## src/rtl/resolution_overlay_ctrl_if.sv

```systemverilog
// resolution_overlay_ctrl_if: video timing inputs and resolution ROM bus
// for the resolution text overlay controller.
// master: the overlay controller (drives rom_addr).
// slave : the timing generator / ROM side.
interface resolution_overlay_ctrl_if;

  typedef struct packed {
    logic [3:0] id;
  } VideoMode;

  VideoMode    videoMode;
  logic [11:0] counterX;
  logic [11:0] counterY;
  logic        line_start;
  logic [3:0]  rom_addr;
  logic [39:0] rom_q;

  modport master (
    input  videoMode,
    input  counterX,
    input  counterY,
    input  line_start,
    input  rom_q,
    output rom_addr
  );

  modport slave (
    output videoMode,
    output counterX,
    output counterY,
    output line_start,
    output rom_q,
    input  rom_addr
  );

endinterface

```

## src/rtl/resolution_overlay_ctrl.sv

```systemverilog
// resolution_overlay_ctrl: fetches one 40-bit row of the resolution character
// ROM per overlay line and serializes it MSB-first, each bit replicated
// (1 << SCALE_LOG2) pixels wide and lines tall.
// Optional border output: define RESOLUTION_OVERLAY_BORDER_EN.
//
// state    | meaning
// ---------+--------------------------------------------------------------
// ST_IDLE  | waiting for line_start on a line inside the box
// ST_FETCH | rom_addr holds the ROM row for this line
// ST_WAIT  | ROM read latency
// ST_LOAD  | latch rom_q into the shift register, clear counters
// ST_ARMED | row loaded, waiting for counterX == X0
// ST_SHIFT | serializing the row
module resolution_overlay_ctrl #(
  parameter int X0         = 64,
  parameter int Y0         = 32,
  parameter int SCALE_LOG2 = 1
) (
  input  logic                              clock,
  input  logic                              resetn,
  resolution_overlay_ctrl_if.master         bus,
  output logic                              pixel_on,
  output logic                              box_active
`ifdef RESOLUTION_OVERLAY_BORDER_EN
  ,
  output logic                              border_on
`endif
);

  localparam int          H       = 16 << SCALE_LOG2;
  localparam logic [1:0]  REP_MAX = 2'((1 << SCALE_LOG2) - 1);
  localparam logic [11:0] X0_C    = 12'(X0);
  localparam logic [11:0] Y0_C    = 12'(Y0);
  localparam logic [11:0] Y_END_C = 12'(Y0 + H);

  typedef enum logic [2:0] {
    ST_IDLE  = 3'd0,
    ST_FETCH = 3'd1,
    ST_WAIT  = 3'd2,
    ST_LOAD  = 3'd3,
    ST_ARMED = 3'd4,
    ST_SHIFT = 3'd5
  } state_t;

  state_t      state_q, state_d;
  logic [3:0]  mode_q;
  logic [3:0]  rom_addr_q, rom_addr_d;
  logic [39:0] shreg_q, shreg_d;
  logic [5:0]  bitcnt_q, bitcnt_d;
  logic [1:0]  repcnt_q, repcnt_d;
  logic        pixel_q, pixel_d;
  logic        box_q, box_d;

  logic        mode_chg;
  logic        line_in_box;
  logic [11:0] dy;
  logic [3:0]  row;
  logic        start_x;
  logic        rep_last;
  logic        last_bit;
  logic        draw;

  // A mode change aborts everything; the overlay simply resumes next line.
  assign mode_chg    = bus.videoMode.id != mode_q;
  assign line_in_box = (bus.counterY >= Y0_C) && (bus.counterY < Y_END_C);
  assign dy          = bus.counterY - Y0_C;
  assign row         = 4'(dy >> SCALE_LOG2);
  assign start_x     = bus.counterX == X0_C;
  assign rep_last    = repcnt_q == REP_MAX;
  assign last_bit    = bitcnt_q == 6'd39;
  // The sample at counterX == X0 is the first drawn one, so drawing starts in
  // ARMED on that cycle and continues through SHIFT.
  assign draw        = !mode_chg && !bus.line_start &&
                       (((state_q == ST_ARMED) && start_x) || (state_q == ST_SHIFT));

  assign bus.rom_addr = rom_addr_q;
  assign pixel_on     = pixel_q;
  assign box_active   = box_q;

  // State register.
  always_ff @(posedge clock or negedge resetn) begin
    if (!resetn) state_q <= ST_IDLE;
    else         state_q <= state_d;
  end

  // Next-state logic; a new line_start restarts the sequence from any state.
  always_comb begin
    state_d = state_q;
    if (mode_chg) begin
      state_d = ST_IDLE;
    end else if (bus.line_start) begin
      state_d = line_in_box ? ST_FETCH : ST_IDLE;
    end else begin
      case (state_q)
        ST_IDLE:  state_d = ST_IDLE;
        ST_FETCH: state_d = ST_WAIT;
        ST_WAIT:  state_d = ST_LOAD;
        ST_LOAD:  state_d = ST_ARMED;
        ST_ARMED: if (start_x) state_d = ST_SHIFT;
        ST_SHIFT: if (last_bit && rep_last) state_d = ST_IDLE;
        default:  state_d = ST_IDLE;
      endcase
    end
  end

  // Output and datapath next values: address capture, row load, serializer.
  always_comb begin
    rom_addr_d = rom_addr_q;
    shreg_d    = shreg_q;
    bitcnt_d   = bitcnt_q;
    repcnt_d   = repcnt_q;
    pixel_d    = draw && shreg_q[39];
    box_d      = draw;
    if (!mode_chg && bus.line_start && line_in_box) begin
      rom_addr_d = row;
    end
    if (state_q == ST_LOAD) begin
      shreg_d  = bus.rom_q;
      bitcnt_d = 6'd0;
      repcnt_d = 2'd0;
    end
    if (draw) begin
      if (rep_last) begin
        repcnt_d = 2'd0;
        shreg_d  = shreg_q << 1;
        bitcnt_d = bitcnt_q + 6'd1;
      end else begin
        repcnt_d = repcnt_q + 2'd1;
      end
    end
  end

  // Datapath and registered outputs.
  always_ff @(posedge clock or negedge resetn) begin
    if (!resetn) begin
      mode_q     <= 4'd0;
      rom_addr_q <= 4'd0;
      shreg_q    <= 40'd0;
      bitcnt_q   <= 6'd0;
      repcnt_q   <= 2'd0;
      pixel_q    <= 1'b0;
      box_q      <= 1'b0;
    end else begin
      mode_q     <= bus.videoMode.id;
      rom_addr_q <= rom_addr_d;
      shreg_q    <= shreg_d;
      bitcnt_q   <= bitcnt_d;
      repcnt_q   <= repcnt_d;
      pixel_q    <= pixel_d;
      box_q      <= box_d;
    end
  end

`ifdef RESOLUTION_OVERLAY_BORDER_EN
  localparam int          W      = 40 << SCALE_LOG2;
  localparam logic [11:0] XB_L_C = 12'(X0 - 1);
  localparam logic [11:0] XB_R_C = 12'(X0 + W);
  localparam logic [11:0] YB_T_C = 12'(Y0 - 1);
  localparam logic [11:0] YB_B_C = 12'(Y0 + H);

  logic border_q, border_d;
  logic x_inner, x_outer, y_outer;

  assign x_inner   = (bus.counterX >= X0_C) && (bus.counterX < XB_R_C);
  assign x_outer   = (bus.counterX >= XB_L_C) && (bus.counterX <= XB_R_C);
  assign y_outer   = (bus.counterY >= YB_T_C) && (bus.counterY <= YB_B_C);
  assign border_d  = x_outer && y_outer && !(x_inner && line_in_box);
  assign border_on = border_q;

  // One-pixel frame around the box, same latency as pixel_on.
  always_ff @(posedge clock or negedge resetn) begin
    if (!resetn) border_q <= 1'b0;
    else         border_q <= border_d;
  end
`endif

endmodule

```

## src/flat_wrapper.sv

```systemverilog
// flat-port wrapper written by rule: the top's interface ports become plain ports
module resolution_overlay_ctrl_flat 
#(
  parameter int X0         = 64,
  parameter int Y0         = 32,
  parameter int SCALE_LOG2 = 1
)
  (clock, resetn, pixel_on, box_active, bus_videoMode, bus_counterX, bus_counterY, bus_line_start, bus_rom_q, bus_rom_addr);
  resolution_overlay_ctrl_if bus_i ();
  input  logic clock;
  input  logic resetn;
  output logic pixel_on;
  output logic box_active;
  input wire logic [$bits(bus_i.videoMode)-1:0] bus_videoMode;
  input wire logic [$bits(bus_i.counterX)-1:0] bus_counterX;
  input wire logic [$bits(bus_i.counterY)-1:0] bus_counterY;
  input wire logic [$bits(bus_i.line_start)-1:0] bus_line_start;
  input wire logic [$bits(bus_i.rom_q)-1:0] bus_rom_q;
  output wire logic [$bits(bus_i.rom_addr)-1:0] bus_rom_addr;
  assign bus_i.videoMode = bus_videoMode;
  assign bus_i.counterX = bus_counterX;
  assign bus_i.counterY = bus_counterY;
  assign bus_i.line_start = bus_line_start;
  assign bus_i.rom_q = bus_rom_q;
  assign bus_rom_addr = bus_i.rom_addr;
  resolution_overlay_ctrl #(.X0(X0), .Y0(Y0), .SCALE_LOG2(SCALE_LOG2)) u_core (.clock(clock), .resetn(resetn), .bus(bus_i), .pixel_on(pixel_on), .box_active(box_active));
endmodule
```

## config.mk

```make
export PLATFORM = sky130hd
export DESIGN_NAME = resolution_overlay_ctrl_flat
export DESIGN_NICKNAME = d
export VERILOG_FILES = /design/src/rtl/resolution_overlay_ctrl_if.sv /design/src/rtl/resolution_overlay_ctrl.sv /design/src/flat_wrapper.sv
export SDC_FILE = /design/constraint.sdc
export NUM_CORES = 1
export LEC_CHECK = 0
export CELL_PAD_IN_SITES_DETAIL_PLACEMENT = 0
export CELL_PAD_IN_SITES_GLOBAL_PLACEMENT = 2
export CORE_MARGIN = 2
export CORE_UTILIZATION = 32
export DETAILED_ROUTE_END_ITERATION = 8
export PLACE_DENSITY = 0.94
export SYNTH_ARGS = -nofsm -noshare
export SYNTH_HDL_FRONTEND = slang
export SYNTH_SLANG_ARGS = --single-unit
```

## constraint.sdc

```tcl
create_clock -name clock -period 4 [get_ports clock]
set_clock_uncertainty 0.15 [all_clocks]
set_input_delay 0.6 -clock clock [delete_from_list [all_inputs] [get_ports clock]]
set_output_delay 0.6 -clock clock [all_outputs]
set_load 0.01 [all_outputs]
```

Word level (Yosys, flattened, before mapping):

Index checks and enable logic that the tools add are counted.

* flip-flop bits (word level): 61
* input port bits: 71
* output and inout bits: 6
* logic and storage cells: 52

* equality and inequality tests: 11
* add/sub/neg operators: 3
* magnitude comparators: 2
* muxes and demuxes: 15
* reduce and logical (&&, ||, !) cells: 13

Operators by type and width (count)
* 2-to-1 mux 40 bit: 3
* 2-to-1 mux 6 bit: 3
* case mux 3 bit (5 select lines): 1
* == test 12 x 7 -> 1 bit (second input constant): 1
* greater-or-equal comparator 12 x 6 -> 1 bit (second input constant): 1
* < comparator 12 x 7 -> 1 bit (second input constant): 1
* 2-to-1 mux 3 bit: 4
* logical AND 1 bit: 8
* adder 6 x 1 -> 6 bit (second input constant): 1
* == test 3 x 2 -> 1 bit (second input constant): 2
* == test 3 bit (second input constant): 2
* == test 6 bit (second input constant): 1
* 2-to-1 mux 2 bit: 3
* subtractor 5 x 1 -> 5 bit (second input constant): 1
* inequality test 4 x 2 -> 1 bit (second input constant): 1
* inequality test 4 x 3 -> 1 bit (second input constant): 1
* inequality test 4 bit: 1
* == test 3 x 1 -> 1 bit (second input constant): 1
* adder 2 x 1 -> 2 bit (second input constant): 1
* == test 2 x 1 -> 1 bit (second input constant): 1
* zero test 1 bit: 2
* AND reduction 2 bit: 1
* nonzero test 2 bit: 1
* logical OR 1 bit: 1
* 2-to-1 mux 1 bit: 1

Depth between registers and ports, before layout:

* depth after elaboration: 6
* depth in mapped cells: 7
* depth with buffers taken out: 5

Worst setup path after synthesis:

Ideal clock, no wire load.

* kind: input to register
* start: input port bus_counterX[2]
* end: register u_core.bitcnt_q[2]
* path buffers: 2
* library setup time: 0.120 ns
* cell stages on the path: 6
* data arrival time: 2.006 ns
* path slack: 1.723 ns
* required time: 3.730 ns
* cell sequence: nor4_1 -> a31oi_1 -> or4_1 -> buf_2 -> buf_6 -> a31o_2

* cells in the longest elaborated chain, start to end: 5

Ends and longest elaborated chain
* from (decl): RTL line flat_wrapper.sv:15 `input wire logic [$bits(bus_i.counterX)-1:0] bus_counterX;`
* == test 12 x 7 -> 1 bit: RTL line resolution_overlay_ctrl.sv:68 `assign start_x = bus.counterX == X0_C;`
* logical AND 1 bit: RTL line resolution_overlay_ctrl.sv:74 `(((state_q == ST_ARMED) && start_x) || (state_q == ST_SHIFT));`
* logical OR 1 bit: RTL line resolution_overlay_ctrl.sv:74
* logical AND 1 bit: RTL line resolution_overlay_ctrl.sv:73 `assign draw = !mode_chg && !bus.line_start &&`
* 2-to-1 mux 6 bit: RTL line resolution_overlay_ctrl.sv:122 `if (draw) begin`
* net u_core.bitcnt_d[2]: RTL line resolution_overlay_ctrl.sv:49 `logic [5:0] bitcnt_q, bitcnt_d;`
* to (signal assigned): RTL line resolution_overlay_ctrl.sv:147 `bitcnt_q <= bitcnt_d;`
* to (decl): RTL line resolution_overlay_ctrl.sv:49

The timed path passes the listed nets, and every way through them passes these cells.
A chain may end at the register's enable or synchronous reset.

Final worst setup path:

* start: input port bus_counterX[1]
* end: register u_core.shreg_q[10]

* cells in the longest elaborated chain, start to end: 5

Ends and longest elaborated chain
* == test 12 x 7 -> 1 bit: RTL line resolution_overlay_ctrl.sv:68
* logical AND 1 bit: RTL line resolution_overlay_ctrl.sv:74
* logical OR 1 bit: RTL line resolution_overlay_ctrl.sv:74
* logical AND 1 bit: RTL line resolution_overlay_ctrl.sv:73
* 2-to-1 mux 40 bit: RTL line resolution_overlay_ctrl.sv:122
* net u_core.shreg_d[10]: RTL line resolution_overlay_ctrl.sv:48 `logic [39:0] shreg_q, shreg_d;`
* to (signal assigned): RTL line resolution_overlay_ctrl.sv:146 `shreg_q <= shreg_d;`
* to (decl): RTL line resolution_overlay_ctrl.sv:48

The timed path passes the listed nets, and every way through them passes these cells.

==> results.yml <==
clock_network:
  clk_latency_ns: 0.33
  cts.repair.resized: 0
  cts_max_path_buffers: 2
  ctsHoldBuffers: 0
  clkSlewWorstSetupHoldPaths_ns: 0.07
  clock-sinks: 61
  cts_tree: "done"
  cts_max_level: 3
  root_buffer: "clkbuf_8"
  cts_buffers: 9
  cts_setup_buffers: 0
pwr:
  powerDensity_nw_per_um2: 330
  p_comb_share_pct: 9.1
  p_leak_uw: 0.00183
  p_int_uw: 991
  switchingPower_uw: 267
  switching_share_pct: 21.2
  p_seq_share_pct: 51.8
  fin_total_pwr_uw: 1260
  clock_power_share_pct: 39.1
  vdd_drop_max_mv: 0.189
synth:
  syn_area_sq_um: 2800
  synth-seq-area-share_pct: 54.5
  synth_top_family_by_area: "multiplexers"
  synth_edf_count: 0
  postSynthAreaPerCell_sq_um: 10.8
  yosysUniqueCellTypes: 30
  synthXorXnorAreaFrac_pct: 1.56
  yosys_warnings: 0
  syn_nets: 331
  synthAdderAreaFrac_pct: 0.447
  synth-compound-area-share_pct: 10.1
  synthFlopType: "dfrtp_1"
  synth_mux_area_share_pct: 16.6
  async_reset_ff_share_pct: 100
  synth_simple_gate_area_share_pct: 13.5
  ys_seq_elements: 61
  synthCells: 259
sta:
  timing_hold_violations_final: 0
  setup_viol: 0
  fin_tns_setup_ns: 0
  worst_pin_slew_ns: 0.865
  fin_crit_ns: 2.80
  drv_slew: 0
  fmax_ghz: 0.357
  slew-limit-headroom_pct: 42.4
  rsz0062_at_grt: "false"
  post-route-period-util_pct: 70.0
worst_setup_path:
  required_ns: 4.04
  crit_path_start: "bus_counterX[1]"
  critPathLaunchType: "input port"
  crit_path_max_fanout: 38
  setup.worst_path.class: "in2reg"
  crit_arrival_ns: 2.84
  cp-end-kind: "flip-flop"
  r2r_start: "u_core.mode_q[1]"
routing:
  vias: 2107
  firstDrtPassIters: 4
  postRouteAntennaNets: 0
  routed_via_density: 4.71
  routedWlPerCell_um: 12.4
  wirelength_um: 5530
  drc: 0
  drt-initial-drc-count: 74
floorplan:
  core_area_sq_um: 8590
  initial_core_util_pct: 32.6
  die_h_um: 97.6
  die_w_um: 97.6
  num_io_pins: 77
  rows: 34
  dieArea_sq_um: 9520
final_layout:
  fillers: 843
  antenna_cells: 0
  nets: 407
  final_cell_mix: "clkdlybuf4s50_1 (74), dfrtp_1 (61), a21oi_1 (46)"
  layout_commonest_cell: "clkdlybuf4s50_1"
  area_growth_pct: 35.9
  drive_above_1_share_pct: 9.44
place:
  port_buffers: 75
  dpl.hpwl_um: 3850
  gp_congestion: 0.709
global_route:
  overflow: 0
  grt_pass1_wl_um: 9690
  grt_max_degree: 44
  antenna_found_initial: 1
  grt_pass1_vias: 2076
  track_usage_pct: 12.5
run_status:
  status: "finished clean"
run:
  maxCapViolCount: 0
min_path:
  min_path_type: "in2async"
==> stage by stage <==
stage	utilization [%]	setup WS (ns)	cells	instance area, sq um	hold WS [ns]
final	44.3	1.20	447	3810	0.231
after global routing	44.3	1.01	447	3810	0.297
after CTS	44.3	1.22	447	3810	0.248
after detailed placement	42.2	0.850	432	3630	0.320
after global placement	42.2	0.856	432	3630	0.298
after floorplan	-	1.72	259	2800	0.154
==> registers in the layout (all words and copies together) (netlist names) <==
name and count:
u_core.box_active 1, u_core.mode_q 4, u_core.pixel_on 1, u_core.shreg_q 40, u_core.state_q 3, u_core.bus.rom_addr 4
u_core.bitcnt_q 6, u_core.repcnt_q 2
==> critical path: stages <==
cell	delay, ns
clkdlybuf4s50_1	0.40
nor4_1	0.30
a31oi_1	0.18
or4_2	0.84
buf_4	0.32
nor2_1	0.14
a21oi_1	0.05
==> cells in the mapped netlist, types with 4 or more instances <==
cell type,n,share of area [%]
dfrtp_1,61,54
mux2_2,4,1.6
nand3_1,5,0.89
xnor2_1,5,1.6
mux2i_1,42,15
buf_6,4,1.6
a21oi_1,46,8.2
nand2b_1,5,1.1
buf_2,4,0.71
nor2_1,42,5.6
clkbuf_1,7,0.94
nand2_1,8,1.1
==> final cells by class <==
class                      count  area, sq um  area share [%]
sequential                    61         1530            40.1
multi-input combinational    183         1180            31.1
timing repair buffer          80          783            20.6
clock buffer                  14          173            4.54
tap                          108          135            3.55
clock inverter                 1         5.00           0.131
==> path summary, 6_finish.rpt <==
check / to / slack [ns] / cells past startpoint
worst max-delay path: u_core.shreg_q[10] / 1.20 / 7
worst min register to register: u_core.bitcnt_q[5] / 0.32 / 1
worst max register to register: u_core.shreg_q[10] / 1.61 / 6
min in group clock: u_core.bitcnt_q[5] / 0.32 / 1
max in group asynchronous: u_core.shreg_q[8] / 2.63 / 2
worst min-delay path: u_core.state_q[2] / 0.23 / 1
==> kinds of logic (layout without fill, tap and decap cells) <==
logic type	count (synthesis)	after routing
buf+inv	15	95
flops	61	61
compound gates	53	53
xor+xnor	5	5
simple gates	78	78
fa+ha+maj	1	1
mux	46	46
==> metal layers <==
layer / GRT usage (%) / vias to the layer above / wire [um]
met5: 0 / - / 13
met4: 3.53 / 2 / 42
met3: 5.47 / 7 / 302
met2: 19.3 / 43 / 2590
met1: 16.1 / 999 / 2580
li1: - / 1056 / -
==> power groups by stage <==
| stage | clock (uW) | sequential, uW | combinational (uW) |
|---|---|---|---|
| final | 492 | 652 | 114 |
| after global routing | 537 | 654 | 127 |
| after CTS | 515 | 652 | 117 |
| after detailed placement | 0 | 663 | 117 |
| after global placement | 0 | 662 | 115 |
| after floorplan | 0 | 661 | 29.0 |
No activity file was read; power rests on OpenSTA's default activity.
